--- src/rtl/mc_pkg.sv ---
// mc_pkg: shared types and encodings for the multicycle ARM control unit.
// Holds the FSM state enum, ALUControl codes, datapath mux select constants,
// data-processing command / multiply subtype codes and small decode helpers.
package mc_pkg;

    typedef enum logic [3:0] {
        S_FETCH  = 4'd0,
        S_DECODE = 4'd1,
        S_MEMADR = 4'd2,
        S_MEMRD  = 4'd3,
        S_MEMWB  = 4'd4,
        S_MEMWR  = 4'd5,
        S_EXECR  = 4'd6,
        S_EXECI  = 4'd7,
        S_ALUWB  = 4'd8,
        S_MULEX  = 4'd9,
        S_MULWB  = 4'd10,
        S_BRANCH = 4'd11
    } state_t;

    // ALUControl codes
    localparam logic [2:0] ALU_ADD   = 3'b000;
    localparam logic [2:0] ALU_SUB   = 3'b001;
    localparam logic [2:0] ALU_AND   = 3'b010;
    localparam logic [2:0] ALU_ORR   = 3'b011;
    localparam logic [2:0] ALU_MUL   = 3'b100;
    localparam logic [2:0] ALU_UMULL = 3'b101;
    localparam logic [2:0] ALU_SMULL = 3'b110;

    // Datapath mux selects
    localparam logic       ADR_PC        = 1'b0;
    localparam logic       ADR_RESULT    = 1'b1;
    localparam logic [1:0] SRCA_REG      = 2'b00;
    localparam logic [1:0] SRCA_PC       = 2'b01;
    localparam logic [1:0] SRCB_REG      = 2'b00;
    localparam logic [1:0] SRCB_IMM      = 2'b01;
    localparam logic [1:0] SRCB_FOUR     = 2'b10;
    localparam logic [1:0] RES_ALUOUT    = 2'b00;
    localparam logic [1:0] RES_DATA      = 2'b01;
    localparam logic [1:0] RES_ALURESULT = 2'b10;
    localparam logic [1:0] IMM_DP        = 2'b00;
    localparam logic [1:0] IMM_MEM       = 2'b01;
    localparam logic [1:0] IMM_BR        = 2'b10;

    // Instruction classes (Instr[27:26])
    localparam logic [1:0] CLS_DP  = 2'b00;
    localparam logic [1:0] CLS_MEM = 2'b01;
    localparam logic [1:0] CLS_BR  = 2'b10;
    localparam logic [1:0] CLS_UND = 2'b11;

    // Data-processing commands (Instr[24:21])
    localparam logic [3:0] CMD_AND = 4'b0000;
    localparam logic [3:0] CMD_SUB = 4'b0010;
    localparam logic [3:0] CMD_ADD = 4'b0100;
    localparam logic [3:0] CMD_CMP = 4'b1010;
    localparam logic [3:0] CMD_ORR = 4'b1100;

    // Multiply subtypes (Instr[23:21])
    localparam logic [2:0] MULT_MUL   = 3'b000;
    localparam logic [2:0] MULT_UMULL = 3'b100;
    localparam logic [2:0] MULT_SMULL = 3'b110;

    // Unrecognised DP commands fall back to AND.
    function automatic logic [2:0] dp_alu(input logic [3:0] cmd);
        logic [2:0] code;
        case (cmd)
            CMD_ADD:          code = ALU_ADD;
            CMD_SUB, CMD_CMP: code = ALU_SUB;
            CMD_ORR:          code = ALU_ORR;
            default:          code = ALU_AND;
        endcase
        return code;
    endfunction

    // Unrecognised multiply subtypes fall back to the 32-bit MUL.
    function automatic logic [2:0] mul_alu(input logic [2:0] sub);
        logic [2:0] code;
        case (sub)
            MULT_UMULL: code = ALU_UMULL;
            MULT_SMULL: code = ALU_SMULL;
            default:    code = ALU_MUL;
        endcase
        return code;
    endfunction

endpackage

--- src/rtl/mc_control_if.sv ---
// mc_if: instruction/flag inputs and every datapath control strobe of the
// multicycle core. 'slave' is the control unit's view, 'master' the datapath's.
interface mc_if;
    logic [31:0] Instr;
    logic [3:0]  ALUFlags;
    logic        PCWrite;
    logic        MemWrite;
    logic        RegWrite;
    logic        RegWrite2;
    logic        IRWrite;
    logic        AdrSrc;
    logic [1:0]  RegSrc;
    logic [1:0]  ALUSrcA;
    logic [1:0]  ALUSrcB;
    logic [1:0]  ResultSrc;
    logic [1:0]  ImmSrc;
    logic [2:0]  ALUControl;

    modport slave (
        input  Instr, ALUFlags,
        output PCWrite, MemWrite, RegWrite, RegWrite2, IRWrite, AdrSrc,
               RegSrc, ALUSrcA, ALUSrcB, ResultSrc, ImmSrc, ALUControl
    );

    modport master (
        output Instr, ALUFlags,
        input  PCWrite, MemWrite, RegWrite, RegWrite2, IRWrite, AdrSrc,
               RegSrc, ALUSrcA, ALUSrcB, ResultSrc, ImmSrc, ALUControl
    );
endinterface

--- src/rtl/mc_control_cond_check.sv ---
// cond_check: ARM condition-code evaluation.
//   cond  in 4 : Instr[31:28]
//   flags in 4 : stored flags {N,Z,C,V}
//   cond_ex out 1 : condition passes (1111 is treated as never)
module cond_check (
    input  logic [3:0] cond,
    input  logic [3:0] flags,
    output logic       cond_ex
);
    logic n_s, z_s, c_s, v_s;
    assign {n_s, z_s, c_s, v_s} = flags;

    // Condition lookup
    always_comb begin
        cond_ex = 1'b0;
        case (cond)
            4'b0000: cond_ex = z_s;
            4'b0001: cond_ex = ~z_s;
            4'b0010: cond_ex = c_s;
            4'b0011: cond_ex = ~c_s;
            4'b0100: cond_ex = n_s;
            4'b0101: cond_ex = ~n_s;
            4'b0110: cond_ex = v_s;
            4'b0111: cond_ex = ~v_s;
            4'b1000: cond_ex = c_s & ~z_s;
            4'b1001: cond_ex = ~c_s | z_s;
            4'b1010: cond_ex = (n_s == v_s);
            4'b1011: cond_ex = (n_s != v_s);
            4'b1100: cond_ex = ~z_s & (n_s == v_s);
            4'b1101: cond_ex = z_s | (n_s != v_s);
            4'b1110: cond_ex = 1'b1;
            default: cond_ex = 1'b0;
        endcase
    end
endmodule

--- src/rtl/mc_control.sv ---
// mc_control: multicycle control unit (main FSM, DP/multiply decode, flags).
//   clk, reset : core clock, synchronous active-high reset
//   bus (slave): Instr/ALUFlags in; PCWrite, MemWrite, RegWrite, RegWrite2,
//                IRWrite, AdrSrc, RegSrc, ALUSrcA, ALUSrcB, ResultSrc, ImmSrc,
//                ALUControl out (combinational decode of state and Instr).
module mc_control
    import mc_pkg::*;
(
    input  logic clk,
    input  logic reset,
    mc_if.slave  bus
);
    state_t     state_q, state_d;
    logic [3:0] flags_q, flags_d;

    logic [1:0] op_cls;
    logic [3:0] cmd;
    logic [2:0] mul_sub;
    logic       is_mul, is_ldr, is_cmp, is_long, rd_is_pc, cond_ex;
    logic       unused_instr_bits;

    assign op_cls   = bus.Instr[27:26];
    assign cmd      = bus.Instr[24:21];
    assign mul_sub  = bus.Instr[23:21];
    assign is_mul   = (op_cls == CLS_DP) && !bus.Instr[25] && (bus.Instr[7:4] == 4'b1001);
    assign is_ldr   = bus.Instr[20];
    assign is_cmp   = (cmd == CMD_CMP);
    assign is_long  = (mul_sub == MULT_UMULL) || (mul_sub == MULT_SMULL);
    assign rd_is_pc = (bus.Instr[15:12] == 4'd15);
    // Register numbers are consumed by the datapath, not here.
    assign unused_instr_bits = ^{bus.Instr[19:16], bus.Instr[11:8], bus.Instr[3:0]};

    cond_check u_cond_check (
        .cond    (bus.Instr[31:28]),
        .flags   (flags_q),
        .cond_ex (cond_ex)
    );

    // State and flags registers
    always_ff @(posedge clk) begin
        if (reset) begin
            state_q <= S_FETCH;
            flags_q <= 4'b0000;
        end else begin
            state_q <= state_d;
            flags_q <= flags_d;
        end
    end

    // Next-state logic
    always_comb begin
        state_d = S_FETCH;
        case (state_q)
            S_FETCH:  state_d = S_DECODE;
            S_DECODE: begin
                case (op_cls)
                    CLS_MEM: state_d = S_MEMADR;
                    CLS_BR:  state_d = S_BRANCH;
                    CLS_DP: begin
                        if (is_mul) begin
                            state_d = S_MULEX;
                        end else if (bus.Instr[25]) begin
                            state_d = S_EXECI;
                        end else begin
                            state_d = S_EXECR;
                        end
                    end
                    default: state_d = S_FETCH;
                endcase
            end
            S_MEMADR: state_d = is_ldr ? S_MEMRD : S_MEMWR;
            S_MEMRD:  state_d = S_MEMWB;
            S_EXECR:  state_d = S_ALUWB;
            S_EXECI:  state_d = S_ALUWB;
            S_MULEX:  state_d = S_MULWB;
            default:  state_d = S_FETCH;
        endcase
    end

    // Flags update at the end of a DP execute step; C/V only move for arithmetic
    always_comb begin
        flags_d = flags_q;
        if ((state_q == S_EXECR || state_q == S_EXECI) && cond_ex && (bus.Instr[20] || is_cmp)) begin
            flags_d[3:2] = bus.ALUFlags[3:2];
            if (cmd == CMD_ADD || cmd == CMD_SUB || cmd == CMD_CMP) begin
                flags_d[1:0] = bus.ALUFlags[1:0];
            end else begin
                flags_d[1:0] = flags_q[1:0];
            end
        end else begin
            flags_d = flags_q;
        end
    end

    // Per-state control decode, condition gating, then reset override
    always_comb begin
        bus.PCWrite    = 1'b0;
        bus.MemWrite   = 1'b0;
        bus.RegWrite   = 1'b0;
        bus.RegWrite2  = 1'b0;
        bus.IRWrite    = 1'b0;
        bus.AdrSrc     = ADR_PC;
        bus.RegSrc     = 2'b00;
        bus.ALUSrcA    = SRCA_REG;
        bus.ALUSrcB    = SRCB_REG;
        bus.ResultSrc  = RES_ALUOUT;
        bus.ImmSrc     = IMM_DP;
        bus.ALUControl = ALU_ADD;
        case (state_q)
            S_FETCH: begin
                bus.IRWrite   = 1'b1;
                bus.PCWrite   = 1'b1;
                bus.ALUSrcA   = SRCA_PC;
                bus.ALUSrcB   = SRCB_FOUR;
                bus.ResultSrc = RES_ALURESULT;
            end
            S_DECODE: begin
                bus.ALUSrcA   = SRCA_PC;
                bus.ALUSrcB   = SRCB_FOUR;
                bus.ResultSrc = RES_ALURESULT;
                // STR reads its data register through RA2; branches read R15 through RA1.
                if (op_cls == CLS_MEM && !is_ldr) begin
                    bus.RegSrc = 2'b10;
                end else if (op_cls == CLS_BR) begin
                    bus.RegSrc = 2'b01;
                end else begin
                    bus.RegSrc = 2'b00;
                end
            end
            S_MEMADR: begin
                bus.ALUSrcB    = SRCB_IMM;
                bus.ImmSrc     = IMM_MEM;
                bus.ALUControl = bus.Instr[23] ? ALU_ADD : ALU_SUB;
            end
            S_MEMRD: begin
                bus.AdrSrc    = ADR_RESULT;
                bus.ResultSrc = RES_ALUOUT;
            end
            S_MEMWR: begin
                bus.AdrSrc    = ADR_RESULT;
                bus.ResultSrc = RES_ALUOUT;
                bus.MemWrite  = cond_ex;
            end
            S_MEMWB: begin
                bus.ResultSrc = RES_DATA;
                bus.RegWrite  = cond_ex;
                bus.PCWrite   = cond_ex && rd_is_pc;
            end
            S_EXECR: begin
                bus.ALUSrcB    = SRCB_REG;
                bus.ALUControl = dp_alu(cmd);
            end
            S_EXECI: begin
                bus.ALUSrcB    = SRCB_IMM;
                bus.ImmSrc     = IMM_DP;
                bus.ALUControl = dp_alu(cmd);
            end
            S_ALUWB: begin
                bus.ResultSrc = RES_ALUOUT;
                bus.RegWrite  = cond_ex && !is_cmp;
                bus.PCWrite   = cond_ex && !is_cmp && rd_is_pc;
            end
            S_MULEX: begin
                bus.ALUControl = mul_alu(mul_sub);
            end
            S_MULWB: begin
                bus.ALUControl = mul_alu(mul_sub);
                bus.ResultSrc  = RES_ALURESULT;
                bus.RegWrite   = cond_ex;
                bus.RegWrite2  = cond_ex && is_long;
            end
            S_BRANCH: begin
                bus.ALUSrcA   = SRCA_PC;
                bus.ALUSrcB   = SRCB_IMM;
                bus.ImmSrc    = IMM_BR;
                bus.ResultSrc = RES_ALURESULT;
                bus.PCWrite   = cond_ex;
            end
            default: begin
                bus.ALUControl = ALU_ADD;
            end
        endcase
        // Reset silences every write and parks the muxes on their FETCH values.
        if (reset) begin
            bus.PCWrite    = 1'b0;
            bus.MemWrite   = 1'b0;
            bus.RegWrite   = 1'b0;
            bus.RegWrite2  = 1'b0;
            bus.IRWrite    = 1'b0;
            bus.AdrSrc     = ADR_PC;
            bus.RegSrc     = 2'b00;
            bus.ALUSrcA    = SRCA_PC;
            bus.ALUSrcB    = SRCB_FOUR;
            bus.ResultSrc  = RES_ALURESULT;
            bus.ImmSrc     = IMM_DP;
            bus.ALUControl = ALU_ADD;
        end else begin
            bus.IRWrite = bus.IRWrite;
        end
    end
endmodule

--- src/flat_wrapper.sv ---
// flat-port wrapper written by rule: the top's interface ports become plain ports
module mc_control_flat import mc_pkg::*;
  (clk, reset, bus_Instr, bus_ALUFlags, bus_PCWrite, bus_MemWrite, bus_RegWrite, bus_RegWrite2, bus_IRWrite, bus_AdrSrc, bus_RegSrc, bus_ALUSrcA, bus_ALUSrcB, bus_ResultSrc, bus_ImmSrc, bus_ALUControl);
  mc_if bus_i ();
  input  logic clk;
  input  logic reset;
  input wire logic [$bits(bus_i.Instr)-1:0] bus_Instr;
  input wire logic [$bits(bus_i.ALUFlags)-1:0] bus_ALUFlags;
  output wire logic [$bits(bus_i.PCWrite)-1:0] bus_PCWrite;
  output wire logic [$bits(bus_i.MemWrite)-1:0] bus_MemWrite;
  output wire logic [$bits(bus_i.RegWrite)-1:0] bus_RegWrite;
  output wire logic [$bits(bus_i.RegWrite2)-1:0] bus_RegWrite2;
  output wire logic [$bits(bus_i.IRWrite)-1:0] bus_IRWrite;
  output wire logic [$bits(bus_i.AdrSrc)-1:0] bus_AdrSrc;
  output wire logic [$bits(bus_i.RegSrc)-1:0] bus_RegSrc;
  output wire logic [$bits(bus_i.ALUSrcA)-1:0] bus_ALUSrcA;
  output wire logic [$bits(bus_i.ALUSrcB)-1:0] bus_ALUSrcB;
  output wire logic [$bits(bus_i.ResultSrc)-1:0] bus_ResultSrc;
  output wire logic [$bits(bus_i.ImmSrc)-1:0] bus_ImmSrc;
  output wire logic [$bits(bus_i.ALUControl)-1:0] bus_ALUControl;
  assign bus_i.Instr = bus_Instr;
  assign bus_i.ALUFlags = bus_ALUFlags;
  assign bus_PCWrite = bus_i.PCWrite;
  assign bus_MemWrite = bus_i.MemWrite;
  assign bus_RegWrite = bus_i.RegWrite;
  assign bus_RegWrite2 = bus_i.RegWrite2;
  assign bus_IRWrite = bus_i.IRWrite;
  assign bus_AdrSrc = bus_i.AdrSrc;
  assign bus_RegSrc = bus_i.RegSrc;
  assign bus_ALUSrcA = bus_i.ALUSrcA;
  assign bus_ALUSrcB = bus_i.ALUSrcB;
  assign bus_ResultSrc = bus_i.ResultSrc;
  assign bus_ImmSrc = bus_i.ImmSrc;
  assign bus_ALUControl = bus_i.ALUControl;
  mc_control u_core (.clk(clk), .reset(reset), .bus(bus_i));
endmodule
--- config.mk ---
export PLATFORM = sky130hd
export DESIGN_NAME = mc_control_flat
export DESIGN_NICKNAME = d
export VERILOG_FILES = /design/src/rtl/mc_pkg.sv /design/src/rtl/mc_control_if.sv /design/src/rtl/mc_control_cond_check.sv /design/src/rtl/mc_control.sv /design/src/flat_wrapper.sv
export SDC_FILE = /design/constraint.sdc
export NUM_CORES = 1
export LEC_CHECK = 0
export CAP_MARGIN = 25
export CELL_PAD_IN_SITES_DETAIL_PLACEMENT = 1
export CELL_PAD_IN_SITES_GLOBAL_PLACEMENT = 2
export CORE_ASPECT_RATIO = 1.75
export CORE_MARGIN = 10
export CORE_UTILIZATION = 20
export CTS_CLUSTER_SIZE = 30
export DETAILED_ROUTE_END_ITERATION = 12
export MAX_ROUTING_LAYER = met4
export PLACE_DENSITY = 0.88
export SYNTH_ARGS = -nofsm -noshare
export SYNTH_HDL_FRONTEND = slang
export SYNTH_SLANG_ARGS = --single-unit
export TNS_END_PERCENT = 50
--- constraint.sdc ---
create_clock -name clk -period 3.85 [get_ports clk]
set_input_delay 0.77 -clock clk [delete_from_list [all_inputs] [get_ports clk]]
set_output_delay 0.77 -clock clk [all_outputs]
set_load 0.01 [all_outputs]
== Word-level counts from Yosys, hierarchy flattened ==
Index checks and enable logic that the tools add are counted.

* Bits in registers: 8
* Latch bits: 0
* RAM bits: 0
* ROM bits: 0
* Input port bits: 38
* Output and inout bits: 19
* Word-level logic and storage cells: 113
* Memories kept: 0

* Add/sub/neg operators: 0
* Multiply operators: 0
* Div/mod/pow operators: 0
* $lt $le $gt $ge: 0
* Eq/ne operators: 37
* Shift operators: 0
* Muxes and demuxes: 35
* Bitwise operators: 8
* Reductions and logical operators: 30

{| class="wikitable"
|+ Operators with widths
! kind !! number
|-
| $eq 4x4->1 const B || 15
|-
| $eq 4x3->1 const B || 9
|-
| $pmux 4 s6 || 1
|-
| $eq 4x2->1 const B || 5
|-
| $pmux 2 s2 || 4
|-
| $mux 1 || 15
|-
| $pmux 1 s15 || 1
|-
| $mux 2 || 6
|-
| $pmux 4 s3 || 1
|-
| $reduce_or 2->1 || 6
|-
| $logic_and 1x1->1 || 9
|-
| $pmux 3 s3 || 1
|-
| $eq 4x1->1 const B || 2
|-
| $logic_not 4->1 || 2
|-
| $eq 3x3->1 const B || 2
|-
| $mux 3 || 2
|-
| $pmux 2 s3 || 1
|-
| $reduce_or 3->1 || 2
|-
| $logic_or 1x1->1 || 5
|-
| $mux 4 || 1
|-
| $not 1->1 || 4
|-
| $pmux 1 s4 || 1
|-
| $reduce_or 4->1 || 1
|-
| $logic_not 1->1 || 3
|-
| other kinds (9) || 11
|}

== Longest topological paths before layout ==
Gate-level depths: netlist of the first run.

* Depth in word-level cells: 7
* Mapped depth: 7
* Depth with buffers taken out: 6

== By module ==
Synthesis of the first run repeated with hierarchy kept, for this count alone.

* Cell total of the unflattened synthesis: 142
* Area total of the unflattened synthesis: 1002.2 um2

{| class="wikitable"
|+ Modules (own cells, without submodules)
! module !! times used !! cells each !! area each (um2) !! seq. area each (um2)
|-
| mc_control || 1 || 114 || 808.3 || 160.2
|-
| cond_check || 1 || 28 || 193.9 || 0.0
|}

== Least setup slack after synthesis of the first run ==
OpenSTA, ideal clock, no wires.

* Path kind: input-to-output
* Start: in bus_Instr[28]
* End: out bus_RegWrite2
* Arrival: 2.065 ns
* Required time: 3.080 ns
* Slack: 1.015 ns
* Stages on the path: 7
* Buffers on the path: 1
* Cell sequence: clkbuf_2 > nor4b_1 > a31o_2 > a311oi_1 > o22a_2 > or2_4 > nor4_2

* Word-level cells in the longest chain between the ends: 5
* Elaborated cells on any way between the ends: 19
* Classes of those cells: 14 x eq/ne; 3 x mux; 2 x reduce/logical

{| class="wikitable"
|+ Ends and longest elaborated chain
! item !! line !! text
|-
| start: declaration || flat_wrapper.sv:7 || <nowiki>input wire logic [$bits(bus_i.Instr)-1:0] bus_Instr;</nowiki>
|-
| $eq 4x4->1, or another cell as far along || mc_control_cond_check.sv:16 || <nowiki>case (cond)</nowiki>
|-
| $pmux 1 s15 * || mc_control_cond_check.sv:16 ||
|-
| $logic_and 1x1->1 * || mc_control.sv:170 || <nowiki>bus.RegWrite2 = cond_ex && is_long;</nowiki>
|-
| $mux 1 * || mc_control.sv:109 || <nowiki>case (state_q)</nowiki>
|-
| $mux 1 * || mc_control.sv:184 || <nowiki>if (reset) begin</nowiki>
|-
| end: declaration || flat_wrapper.sv:12 || <nowiki>output wire logic [$bits(bus_i.RegWrite2)-1:0] bus_RegWrite2;</nowiki>
|}

Mark *: on every way between the ends. The rest lies on a longest branch, timed or not.

== Worst setup path in the final report of the first run ==
* Start: in bus_Instr[30]
* End: out bus_RegWrite2

Same word-level chain as after synthesis.

==> flow_summary.yaml, run 1 <==
route:
  dr.first_iter.drc_count: 31
  vias_per_cell: 4.983
  ant_nets: 0
  wl_mm: 3.838
  top_layer: "met4"
  wl_met3_microns: 110
  wl_met2_mm: 2.137
  drc_errors: 0
  dr.pass1.iters: 4
  wl_per_cell_microns: 16.13
  num_vias: 1186
  met1_length_mm: 1.555
pwr:
  powerDensity_mw_per_mm2: 241.1
  ir_drop_uv: 157.8
  seqPwrFrac_pct: 27.9
  p_sw_share_pct: 34.78
  power.leakage_nw: 0.6027
  power.internal_mw: 0.2471
  total_power_mw: 0.3789
  switching_power_mw: 0.1318
  p_clk_share_pct: 26.6
  combPwrFrac_pct: 45.4
synth:
  synth-async-reset-ratio_pct: 0
  synth_area_leader_cell: "dfxtp_1"
  ys.flop_type: "dfxtp_1"
  synth_nets: 177
  seq_area_frac_synth_pct: 16.04
  synth_top_cell_area_share_pct: 16.04
  yosys_warnings: 0
  synth_edf_count: 0
  postSynthCellCount: 139
  syn_avg_cell_area_sq_um: 7.183
  yosysUniqueCellTypes: 48
  ys_top_cells_by_area: "dfxtp_1, nand2b_1, mux2i_1, nor2_1, a21oi_1"
  synth-seq-cells: 8
  netlist_area_sq_um: 998.5
sta:
  period_needed_ns: 3.556
  fin_hold_ws_ns: 0.5216
  timing_hold_violations_final: 0
  max_slew_margin_pct: 65.10
  rsz0062_at_grt: "false"
  worst_pin_slew_ns: 0.5228
  setup_violations: 0
  fmax_ghz: 0.2812
  final_max_slew_viol_count: 0
  min_period_over_period_pct: 92.36
  fin_ws_ns: 0.2940
  finalClockSkew_ns: 0.0007485
  tns_ns: 0
global_routing:
  grt_max_degree: 22
  grtUsageTotal_pct: 9.571
  overflow: 0
  grt_pass1_vias: 1347
  antenna_found_initial: 0
  grt_pass1_wl_mm: 6.423
clock_tree:
  clkSinkCount: 8
  cts_setup_buffers: 0
  cts_max_level: 1
  path_clk_slew_ns: 0.04
  cts_tree: "built"
  clk_latency_ns: 0.23
  clock_path_buffers: 2
  cts_buffers: 3
  clock-root-buffer: "clkbuf_8"
floorplanning:
  fp.dieW_microns: 73.41
  die-area_sq_mm: 0.008330
  ios: 57
  start_util_pct: 20.41
  fp.dieH_microns: 113.5
  fp.coreArea_sq_mm: 0.004892
  row_count: 34
placed_design:
  routabilityCongestion: 0.8769
  io_buffers: 43
  hpwl_mm: 3.174
  dpl_worst_slack_ns: 0.01924
critical_path:
  critPathLaunchType: "input pin"
  required_ns: 3.08
  worstSetupEndpointType: "output port"
  worstSetupPathType: "input pin to output port"
  arrival_ns: 2.79
  r2r_slack_ns: 1.90
  cp_max_fo: 4
cells_and_area:
  num_antenna_cells: 0
  nNetsFinal: 224
  drive_above_1_share_pct: 11.96
  syn_to_final_growth_pct: 57.39
  nFillCells: 603
min_path:
  hold_class: "flop to flop"
flow_run:
  max_cap_viol_count: 0
outcome:
  status: "finished, final reports clean"
## Yosys cell counts (all sizes together) (2+ instances only)
master  count
a21o        2
a21oi      10
a311oi      2
buf         3
clkbuf      5
dfxtp       8
inv         3
mux2i       8
nand2       6
nand2b     13
nor2       21
nor2b       4
nor3        8
nor3b       2
nor4        4
nor4b       2
o21ai       5
o21bai      3
or2         3
or2b        2
or3         2
or3b        2
xnor2       2
xor2        3
## metal layers
layer  vias to the layer above  track usage [%]
met5                         -                -
met4                         0            2.622
met3                         2            1.304
met2                        25            17.21
met1                       570            10.48
li1                        589                -
## cells by family (layout without fill, tap and decap cells)
family	after synthesis	in the layout	synth area share, %
other cells	1	1	0.3756
compound gates	32	32	21.68
flops	8	8	16.04
buf+inv	11	56	4.760
simple gates	74	74	44.74
mux	8	8	8.020
xor+xnor	5	5	4.387
## through the flow
stage / instance area [sq um] / instances / util [%]
after CTS: 1553 / 238 / 31.74
after floorplan: 998.5 / 139 / -
after global routing: 1572 / 238 / 32.12
after detailed placement: 1513 / 235 / 30.92
final: 1572 / 238 / 32.12
after global placement: 1513 / 235 / 30.92
## cell usage in the layout (no fill, tap or decap), types with 2 or more instances in the layout
master | netlist | final
a21o_1 | 2 | 2
a21oi_1 | 10 | 10
a311oi_1 | 2 | 2
buf_4 | 1 | 7
clkbuf_8 | 0 | 3
clkdlybuf4s50_1 | 0 | 39
dfxtp_1 | 8 | 8
dlymetal6s2s_1 | 0 | 3
inv_1 | 3 | 3
mux2i_1 | 8 | 8
nand2_1 | 6 | 6
nand2b_1 | 13 | 13
nor2_1 | 21 | 21
nor2b_1 | 4 | 4
nor3_1 | 6 | 6
nor3_2 | 2 | 2
nor4_1 | 2 | 2
o21ai_0 | 5 | 5
o21bai_1 | 3 | 3
or2_2 | 2 | 2
or2b_1 | 2 | 2
or3_1 | 2 | 2
xnor2_1 | 2 | 2
xor2_1 | 3 | 3
## flip-flops by register name, summed over array words and instances, names as in the netlist
| signal | flops |
|---|---|
| u_core.state_q | 4 |
| u_core.flags_q | 4 |
## power by group through the flow
stage,sequential (mW),combinational [mW],clock [mW]
detailed placement,0.107,0.174,0
global placement,0.106,0.171,0
floorplan,0.0941,0.102,0
global route,0.107,0.192,0.108
CTS,0.105,0.175,0.104
finish,0.106,0.172,0.101
## final cells by class
type                    instances  area, sq um  share of cell area [%]
inverters                       3        11.26                  0.7166
well taps                      54        67.56                   4.299
multi-input cells             120        802.0                   51.03
clock buffers                   3        41.29                   2.627
repair buffers                 50        489.2                   31.13
flip-flops and latches          8        160.2                   10.19
## critical path: stages
cell,delay (ns)
clkdlybuf4s50_1,0.44
or3b_1,0.36
o311ai_1,0.12
mux2i_1,0.13
o22a_2,0.23
or2_4,0.26
nor4_2,0.16
dlygate4sd2_1,0.31
## worst paths after layout
check | endpoint | from | depth (start not counted)
max | bus_RegWrite2 | bus_Instr[30] | 8
min | u_core.flags_q[0]$_SDFFE_PP0P_ | u_core.flags_q[0]$_SDFFE_PP0P_ | 2
max reg2reg | u_core.flags_q[0]$_SDFFE_PP0P_ | u_core.flags_q[0]$_SDFFE_PP0P_ | 7
min reg2reg | u_core.flags_q[0]$_SDFFE_PP0P_ | u_core.flags_q[0]$_SDFFE_PP0P_ | 2
## what timing repair did
action | in CTS | in global routing
gates cloned | 0 | 0
resized for setup | 1 | 5
hold buffers | 0 | 0
endpoints found under the setup margin | 1 | 3
Power figures use the tool's default switching activity.
==> inputs of run 2 (changes only) <==
--- a/config.mk
+++ b/config.mk
@@ -16,3 +16,3 @@
 export MAX_ROUTING_LAYER = met4
-export PLACE_DENSITY = 0.88
+export PLACE_DENSITY = 0.94
 export SYNTH_ARGS = -nofsm -noshare
--- a/constraint.sdc
+++ b/constraint.sdc
@@ -3,2 +3,2 @@
 set_output_delay 0.77 -clock clk [all_outputs]
-set_load 0.01 [all_outputs]
+set_load 0.02 [all_outputs]
==> flow_summary.yaml, run 2 (synthesized netlist as in run 1, its figures left out) <==
outcome:
  status: "finished, final reports clean"
cells_and_area:
  post-route-util_pct: 31.82
  final_area_sq_mm: 0.001556
  drive_above_1_share_pct: 11.35
  final_common_cell: "clkdlybuf4s50_1"
  nNetsFinal: 225
  final_cell_mix: "clkdlybuf4s50_1, nor2_1, nand2b_1"
  num_antenna_cells: 0
  syn_to_final_growth_pct: 55.89
  top_regs: "u_core.flags_q (4), u_core.state_q (4)"
  nFillCells: 592
placed_design:
  placed_area_sq_mm: 0.001520
  hpwl_mm: 3.121
  routabilityCongestion: 0.8475
  io_buffers: 43
  dpl_worst_slack_ns: -0.09356
critical_path:
  cp_max_fo: 4
  reg2reg_from: "u_core.flags_q[2]$_SDFFE_PP0P_"
  worstSetupEndpointType: "output port"
  slowest_stage: "clkdlybuf4s50_1"
  cp_cell_sequence: "clkdlybuf4s50_1 > or3b_1 > o311ai_1 > mux2i_1 > o22a_2 > or2_4 > nor4_2 > dlygate4sd2_1"
  worstSetupPathType: "input pin to output port"
  arrival_ns: 2.84
  required_ns: 3.08
  critPathLaunchType: "input pin"
  critPathLaunch: "bus_Instr[30]"
  slowest_delay_ns: 0.44
pwr:
  total_power_mw: 0.3822
  combPwrFrac_pct: 47.0
  power.leakage_nw: 0.5660
  powerDensity_mw_per_mm2: 245.6
  seqPwrFrac_pct: 27.5
  p_sw_share_pct: 35.64
  p_clk_share_pct: 25.5
  ir_drop_uv: 159.5
  power.internal_mw: 0.2460
  switching_power_mw: 0.1362
clock_tree:
  cts_buffers: 3
  cts_tree: "built"
  clkSinkCount: 8
  postCtsHoldBufs: 0
  clk_latency_ns: 0.22
  cts_max_level: 1
  clock_path_buffers: 2
  path_clk_slew_ns: 0.04
  clock-root-buffer: "clkbuf_8"
floorplanning:
  row_count: 34
  ios: 57
  fp.coreArea_sq_mm: 0.004892
  start_util_pct: 20.41
  die-area_sq_mm: 0.008330
  fp.dieH_microns: 113.5
  fp.dieW_microns: 73.41
route:
  top_layer: "met4"
  dr.pass1.iters: 4
  wl_mm: 3.702
  vias_per_cell: 4.929
  dr.first_iter.drc_count: 19
  wl_met3_microns: 112
  met1_length_mm: 1.517
  wl_met2_mm: 2.040
  wl_per_cell_microns: 15.49
  ant_nets: 0
  drc_errors: 0
  num_vias: 1178
global_routing:
  grtUsageTotal_pct: 9.250
  grt_pass1_wl_mm: 6.175
  grt_max_degree: 22
  grt_pass1_vias: 1333
  antenna_found_initial: 0
  overflow: 0
sta:
  tns_ns: 0
  period_needed_ns: 3.613
  setup_violations: 0
  min_period_over_period_pct: 93.85
  final_max_slew_viol_count: 0
  finalClockSkew_ns: 0.004955
  timing_hold_violations_final: 0
  fmax_ghz: 0.2768
  rsz0062_at_grt: "false"
  fin_ws_ns: 0.2368
min_path:
  holdCritStartpoint: "u_core.flags_q[0]$_SDFFE_PP0P_"
  hold_class: "flop to flop"
flow_run:
  max_cap_viol_count: 0
==> run 2: cell types whose count changed in the layout (fill, tap and decap cells not counted), sizes merged <==
cell,change
dlygate4sd2,+3
buf,+1
dlymetal6s2s,-3
==> run 2: timing repair <==
action	4_1_cts	5_1_grt
setup buffers	0	0
resized for setup	4	0
setup endpoints to repair	4	0
==> run 2: cell type report <==
cell class                      count  area, sq um  area share, %
Tap cell                           54        67.56          4.341
Inverter                            3        11.26         0.7235
Sequential cell                     8        160.2          10.29
Multi-Input combinational cell    120        790.8          50.80
Timing Repair Buffer               51        485.5          31.19
Clock buffer                        3        41.29          2.653
==> run 2: critical path, delay by kind of cell <==
kind / cells / cell delay (ns)
AOI/OAI and AO/OA: 2 / 0.34
buffers and inverters: 2 / 0.81
muxes: 1 / 0.14
and+or+nand+nor: 3 / 0.78
==> run 2: power by group through the flow <==
stage | Clock (mW) | Sequential (mW) | Combinational (mW)
detailed placement | 0 | 0.107 | 0.183
global placement | 0 | 0.106 | 0.181
global route | 0.106 | 0.108 | 0.198
CTS | 0.100 | 0.106 | 0.182
finish | 0.0975 | 0.105 | 0.180
floorplan | 0 | 0.0941 | 0.112
==> run 2: final timing paths <==
| path | end | slack (ns) | cells past startpoint |
|---|---|---|---|
| max reg2reg | u_core.flags_q[1]$_SDFFE_PP0P_ | 1.90 | 7 |
| min reg2reg | u_core.flags_q[0]$_SDFFE_PP0P_ | 0.53 | 2 |
| max | bus_RegWrite2 | 0.24 | 8 |
| min | u_core.flags_q[0]$_SDFFE_PP0P_ | 0.53 | 2 |
==> run 2: metal layers <==
metal  vias up  GRT usage (%)
li1        595              -
met3         2          1.565
met2        27          17.21
met5         -              -
met4         0          2.247
met1       554          9.560
==> run 2: per-stage QoR <==
stage	hold WS (ns)	std cells
after CTS	0.5282	239
after global placement	0.4990	236
final	0.5268	239
after detailed placement	0.5216	236
after floorplan	0.4843	139
after global routing	0.5538	239
